--- src/rtl/softmax_pkg.sv ---
// Shared constants, FSM state type and fp16 helpers for the softmax result
// serializer and its argmax tracker.
package softmax_pkg;

  localparam int DATA_W = 16;
  localparam int N_ELEM = 10;
  localparam int IDX_W  = $clog2(N_ELEM);

  // Wide enough for any pipeline latency in 1..1023.
  localparam int CNT_W  = 10;

  localparam logic [DATA_W-1:0] FP16_ONE  = 16'h3C00;
  localparam logic [DATA_W-1:0] FP16_ZERO = 16'h0000;

  typedef enum logic [1:0] {
    IDLE = 2'd0,
    WAIT = 2'd1,
    SEND = 2'd2
  } ser_state_t;

  // Magnitude field of an fp16 value (sign dropped). Softmax outputs are
  // non-negative, so unsigned ordering of this field is value ordering.
  function automatic logic [DATA_W-2:0] fp16_mag(input logic [DATA_W-1:0] v);
    return v[DATA_W-2:0];
  endfunction

endpackage

--- src/rtl/softmax_result_serializer_if.sv ---
// AXI4-Stream style element stream from the serializer to its consumer.
interface softmax_result_serializer_if #(
  parameter int DATA_W = 16
) ();

  logic [DATA_W-1:0] tdata;
  logic              tvalid;
  logic              tready;
  logic              tlast;

  modport master (
    output tdata,
    output tvalid,
    output tlast,
    input  tready
  );

  modport slave (
    input  tdata,
    input  tvalid,
    input  tlast,
    output tready
  );

endinterface

--- src/rtl/fp16_argmax_tracker.sv ---
// Running maximum over a stream of non-negative fp16 magnitudes.
// A beat replaces the stored maximum only when strictly greater, so ties keep
// the earlier (lower) index. Only built when SOFTMAX_SER_ARGMAX_EN is defined.
module fp16_argmax_tracker
  import softmax_pkg::*;
(
  input  logic              clk,
  input  logic              rst,
  input  logic              clear,
  input  logic              beat_en,
  input  logic [IDX_W-1:0]  beat_idx,
  input  logic [DATA_W-2:0] mag,
  output logic [DATA_W-2:0] max_val,
  output logic [IDX_W-1:0]  max_idx
);

  // Track the largest magnitude seen since the last clear and where it was.
  always_ff @(posedge clk) begin
    if (rst || clear) begin
      max_val <= '0;
      max_idx <= '0;
    end else if (beat_en && (mag > max_val)) begin
      max_val <= mag;
      max_idx <= beat_idx;
    end
  end

endmodule

--- src/rtl/softmax_result_serializer.sv ---
// Softmax result serializer: waits out the normalizer's fixed latency after
// start, captures the parallel result vector, then streams it one element per
// beat with tlast on the final element.
// Optional argmax reporting is enabled by defining SOFTMAX_SER_ARGMAX_EN.
//
// state | meaning
// ------+---------------------------------------------------------------
// IDLE  | no vector in flight; a start pulse is accepted here only
// WAIT  | latency down-counter running; capture when it reaches zero
// SEND  | streaming captured elements, index advances on each handshake
module softmax_result_serializer
  import softmax_pkg::*;
#(
  parameter int PIPE_LAT = 40
) (
  input  logic                     aclk,
  input  logic                     areset,
  input  logic                     start,
  input  logic [N_ELEM*DATA_W-1:0] res_vec,
  output logic                     busy,
  output logic                     drop_err,
`ifdef SOFTMAX_SER_ARGMAX_EN
  output logic [IDX_W-1:0]         argmax_idx,
  output logic                     argmax_valid,
`endif
  softmax_result_serializer_if.master m_axis
);

  localparam logic [CNT_W-1:0] LAT_LOAD = CNT_W'(PIPE_LAT - 1);
  localparam logic [IDX_W-1:0] LAST_IDX = IDX_W'(N_ELEM - 1);

  ser_state_t        state_q, state_d;
  logic [CNT_W-1:0]  cnt_q, cnt_d;
  logic [IDX_W-1:0]  idx_q, idx_d;
  logic [DATA_W-1:0] vec_q [N_ELEM];

  logic              capture;
  logic              beat;
  logic              last_beat;
  logic              sending;
  logic [DATA_W-1:0] tdata_int;

  assign sending   = (state_q == SEND);
  assign beat      = sending && m_axis.tready;
  assign last_beat = beat && (idx_q == LAST_IDX);

  // State, latency counter and element index registers.
  always_ff @(posedge aclk) begin
    if (areset) begin
      state_q <= IDLE;
      cnt_q   <= '0;
      idx_q   <= '0;
    end else begin
      state_q <= state_d;
      cnt_q   <= cnt_d;
      idx_q   <= idx_d;
    end
  end

  // Next-state logic: accept start in IDLE, count down, then stream.
  always_comb begin
    state_d = state_q;
    cnt_d   = cnt_q;
    idx_d   = idx_q;
    capture = 1'b0;
    case (state_q)
      IDLE: begin
        if (start) begin
          state_d = WAIT;
          cnt_d   = LAT_LOAD;
          idx_d   = '0;
        end
      end
      WAIT: begin
        if (cnt_q == '0) begin
          capture = 1'b1;
          state_d = SEND;
          idx_d   = '0;
        end else begin
          cnt_d = cnt_q - CNT_W'(1);
        end
      end
      SEND: begin
        if (beat) begin
          if (idx_q == LAST_IDX) begin
            state_d = IDLE;
            idx_d   = '0;
          end else begin
            idx_d = idx_q + IDX_W'(1);
          end
        end
      end
      default: begin
        state_d = IDLE;
        cnt_d   = '0;
        idx_d   = '0;
      end
    endcase
  end

  // Snapshot the normalizer outputs at the capture edge only.
  always_ff @(posedge aclk) begin
    if (capture) begin
      for (int k = 0; k < N_ELEM; k++) begin
        vec_q[k] <= res_vec[k*DATA_W +: DATA_W];
      end
    end
  end

  // A start arriving while a vector is in flight is lost; remember that.
  always_ff @(posedge aclk) begin
    if (areset) begin
      drop_err <= 1'b0;
    end else if (start && (state_q != IDLE)) begin
      drop_err <= 1'b1;
    end
  end

  // Stream outputs are decoded from registers only, so they hold during stalls.
  always_comb begin
    tdata_int = FP16_ZERO;
    if (sending) begin
      tdata_int = vec_q[idx_q];
    end
  end

  assign m_axis.tdata  = tdata_int;
  assign m_axis.tvalid = sending;
  assign m_axis.tlast  = sending && (idx_q == LAST_IDX);
  assign busy          = (state_q != IDLE);

`ifdef SOFTMAX_SER_ARGMAX_EN
  logic [DATA_W-2:0] max_val_unused;
  logic [IDX_W-1:0]  max_idx;

  fp16_argmax_tracker u_argmax (
    .clk      (aclk),
    .rst      (areset),
    .clear    (capture),
    .beat_en  (beat),
    .beat_idx (idx_q),
    .mag      (fp16_mag(tdata_int)),
    .max_val  (max_val_unused),
    .max_idx  (max_idx)
  );

  // The tracker has folded in the final beat by the cycle after tlast.
  always_ff @(posedge aclk) begin
    if (areset) begin
      argmax_valid <= 1'b0;
    end else begin
      argmax_valid <= last_beat;
    end
  end

  assign argmax_idx = max_idx;
`endif

endmodule

--- src/flat_wrapper.sv ---
// flat-port wrapper written by rule: the top's interface ports become plain ports
module softmax_result_serializer_flat import softmax_pkg::*;
#(
  parameter int PIPE_LAT = 40
)
  (aclk, areset, start, res_vec, busy, drop_err, m_axis_tdata, m_axis_tvalid, m_axis_tlast, m_axis_tready);
  softmax_result_serializer_if #(.DATA_W(DATA_W)) m_axis_i ();
  input  logic aclk;
  input  logic areset;
  input  logic start;
  input  logic [N_ELEM*DATA_W-1:0] res_vec;
  output logic busy;
  output logic drop_err;
  output wire logic [$bits(m_axis_i.tdata)-1:0] m_axis_tdata;
  output wire logic [$bits(m_axis_i.tvalid)-1:0] m_axis_tvalid;
  output wire logic [$bits(m_axis_i.tlast)-1:0] m_axis_tlast;
  input wire logic [$bits(m_axis_i.tready)-1:0] m_axis_tready;
  assign m_axis_tdata = m_axis_i.tdata;
  assign m_axis_tvalid = m_axis_i.tvalid;
  assign m_axis_tlast = m_axis_i.tlast;
  assign m_axis_i.tready = m_axis_tready;
  softmax_result_serializer #(.PIPE_LAT(PIPE_LAT)) u_core (.aclk(aclk), .areset(areset), .start(start), .res_vec(res_vec), .busy(busy), .drop_err(drop_err), .m_axis(m_axis_i));
endmodule
--- config.mk ---
export PLATFORM = sky130hd
export DESIGN_NAME = softmax_result_serializer_flat
export DESIGN_NICKNAME = d
export VERILOG_FILES = /design/src/rtl/softmax_pkg.sv /design/src/rtl/softmax_result_serializer_if.sv /design/src/rtl/fp16_argmax_tracker.sv /design/src/rtl/softmax_result_serializer.sv /design/src/flat_wrapper.sv
export SDC_FILE = /design/constraint.sdc
export NUM_CORES = 1
export LEC_CHECK = 0
export CORE_UTILIZATION = 44
export CTS_CLUSTER_DIAMETER = 120
export DETAILED_ROUTE_END_ITERATION = 16
export PLACE_DENSITY = 0.76
export SETUP_SLACK_MARGIN = 0.1
export SLEW_MARGIN = 20
export SYNTH_ARGS = -nofsm -noshare
export SYNTH_HDL_FRONTEND = slang
export SYNTH_SLANG_ARGS = --single-unit
--- constraint.sdc ---
create_clock -name aclk -period 2.7 [get_ports aclk]
set_input_delay 0.81 -clock aclk [delete_from_list [all_inputs] [get_ports aclk]]
set_output_delay 0.81 -clock aclk [all_outputs]
set_load 0.05 [all_outputs]
==> flow_summary.ini <==
[clocking]
cts_buffer_depth = 2
cts_hold_buf = 0
clk_latency_ns = 0.43
tritoncts = built
cts_made_buffers = 17
htree_levels = 4
root_buffer = clkbuf_16
clkTransAtPathRegs_ns = 0.07
clkSinkCount = 181

[floorplanning]
chipWidth_um = 128
start_util_pct = 45.6
die_h_um = 128
dieArea_mm2 = 0.0165
io_pins = 184
num_rows = 45
core-area_mm2 = 0.0154

[placement]
pre_cts_slack_ns = 0.143
hpwl_um = 11900
portBuffers = 183
place.gp.congestion = 0.872

[yosys]
syn_avg_cell_area_um2 = 18.5
yosys-mux-area-fraction_pct = 13.1
synth_edf_count = 160
synth_common_cells = 160 x edfxtp_1, 32 x mux4_2, 21 x dfxtp_1
synth_cell_type_count = 39
yosys.area_share.adder_pct = 0.533
synth.cell_area_mm2 = 0.00704
yosysTopAreaCellShare_pct = 68.3
post_synth_xor_area_fraction_pct = 0
synth_top_family_by_area = multiplexers
synth_most_common_cell = edfxtp_1
synth-async-reset-ratio_pct = 0
yosysSeqAreaShare_pct = 74.2
ys_warn_count = 0
netlist_instances = 380
ys_ff_latch = 181
synthSimpleGateAreaFrac_pct = 5.05
ys.flop_type = edfxtp_1
synth-compound-area-share_pct = 5.44
syn_nets = 547
synthTopCellsByArea = edfxtp_1 68%, mux4_2 10%, dfxtp_1 6.0%
yosysTopAreaCell = edfxtp_1

[status]
outcome = finished with violations
violations = setup timing

[grt]
gr-usage-all-layers_pct = 22.0
overflow = 0
grt_max_degree = 42
antenna_found_initial = 2
first_global_vias = 4781
grt_pass1_wl_um = 25700

[setup_path]
path_class = flop to output pin
crit_required_ns = 1.89
arrival_ns = 2.06
crit_buf_inv = 3
cp_cell_sequence = buf_4, buf_12, mux4_2, o22ai_4, a211oi_4, buf_12
worstPathMaxFanout = 6
cp-start-kind = flop
r2r-start = u_core.cnt_q[3]
cp_slowest_cell = mux4_2
slowest_delay_ns = 0.52
path_delay_family = multiplexers
path_common_cell = buf_12
end_kind = output pin

[sta]
period_minus_slack_ns = 2.87
skew_ns = 0.00940
setup_violations = 16
timing.final.max_slew_violations = 0
slew-limit-headroom_pct = 63.8
rsz0062_at_grt = true
finalHoldViolations = 0
worst_slew_pin_slew_ns = 0.542
finalHoldWorstSlack_ns = 0.474
max_freq_ghz = 0.348
fin_ws_ns = -0.170
finalCritPeriodShare_pct = 106
tns_ns = -2.08

[pwr]
ir_drop_v = 0.000480
power_density_mw_per_mm2 = 684
p_total_w = 0.00727
p_leak_nw = 3.49

[finish]
drive_gt1_share_pct = 27.0
synthToLayoutAreaGrowth_pct = 51.1
final_nets = 768
num_antenna_cells = 0
nFillCells = 1009

[min_path]
hp-class = flop to flop
holdCritStartpoint = u_core.drop_err

[flow_run]
maxCapViolCount = 0

[detailed_routing]
drt-total-wl_um = 17500
firstDrtPassIters = 4
drtIter0Drc = 255
postRouteAntennaNets = 0
via_per_inst = 5.32
via_count = 4389
drc = 0
detail_route.wl_per_cell_um = 21.2
logic make-up (layout without fill, tap and decap cells):
kind of cell,after synthesis,after routing
fa+ha+maj,3,3
simple gates,60,60
buf+inv,28,262
mux,52,52
compound gates,56,56
flops,181,181
layer usage:
layer | part of all wire, % | track usage (%)
met1 | 38 | 25.2
met2 | 52 | 37.6
met3 | 7.6 | 8.11
met4 | 1.9 | 8.30
met5 | 0.063 | 0
cell type report:
cell class	instances	area, um^2	area share, %
clock buffers	17	425	4.00
clock inverters	15	225	2.12
inverters	7	38.8	0.365
multi-input cells	171	1980	18.6
well taps	211	264	2.48
flip-flops and latches	181	5230	49.2
repair buffers	223	2470	23.2
flip-flops by register name, summed over array words and instances (netlist names), named ones only:
signal,flops
u_core.state_q,2
u_core.vec_q,160
u_core.cnt_q,10
u_core.idx_q,4
u_core.drop_err,1
where the power goes:
part,leakage [nW],internal (W),switching (W),total (W)
clock,0.323,0.00160,0.00113,0.00273
sequential,1.62,0.00335,0.000102,0.00345
combinational,1.55,0.000563,0.000528,0.00109
total,3.49,0.00551,0.00176,0.00727
worst register-to-register path, delay by kind of cell (launching register included):
family | cells | cell delay [ns]
and+or+nand+nor | 2 | 1.31
buffers and inverters | 2 | 0.50
DFF | 1 | 0.36
metrics by stage:
stage,utilization [%],instance area (um^2),cells
global route,68.9,10600,825
CTS,68.0,10500,819
detailed placement,62.7,9670,777
floorplan,-,7220,380
global placement,62.7,9670,777
finish,68.9,10600,825
layout by cell type, fill, tap and decap left out, drive strengths merged, types with 7 or more instances in the layout:
cell             n
buf             56
clkbuf          20
mux4            32
dfxtp           21
a211oi          18
nand2b          11
inv             16
mux2i           20
nor2             7
o22ai           18
clkdlybuf4s50  164
edfxtp         160
final timing paths:
| check | endpoint | slack [ns] | depth (start not counted) |
|---|---|---|---|
| max | m_axis_tdata[10] | -0.17 | 6 |
| min | u_core.drop_err | 0.47 | 2 |
| max reg2reg | u_core.vec_q[8][9] | 0.25 | 4 |
| min reg2reg | u_core.drop_err | 0.47 | 2 |
timing repair:
action | 4_1_cts | 5_1_grt
resized for setup | 16 | 10
pin swaps | 0 | 2
cloned | 0 | 3
buffers inserted | 10 | 3
setup endpoints to repair | 16 | 18
No activity file was read; power rests on OpenSTA's default activity.
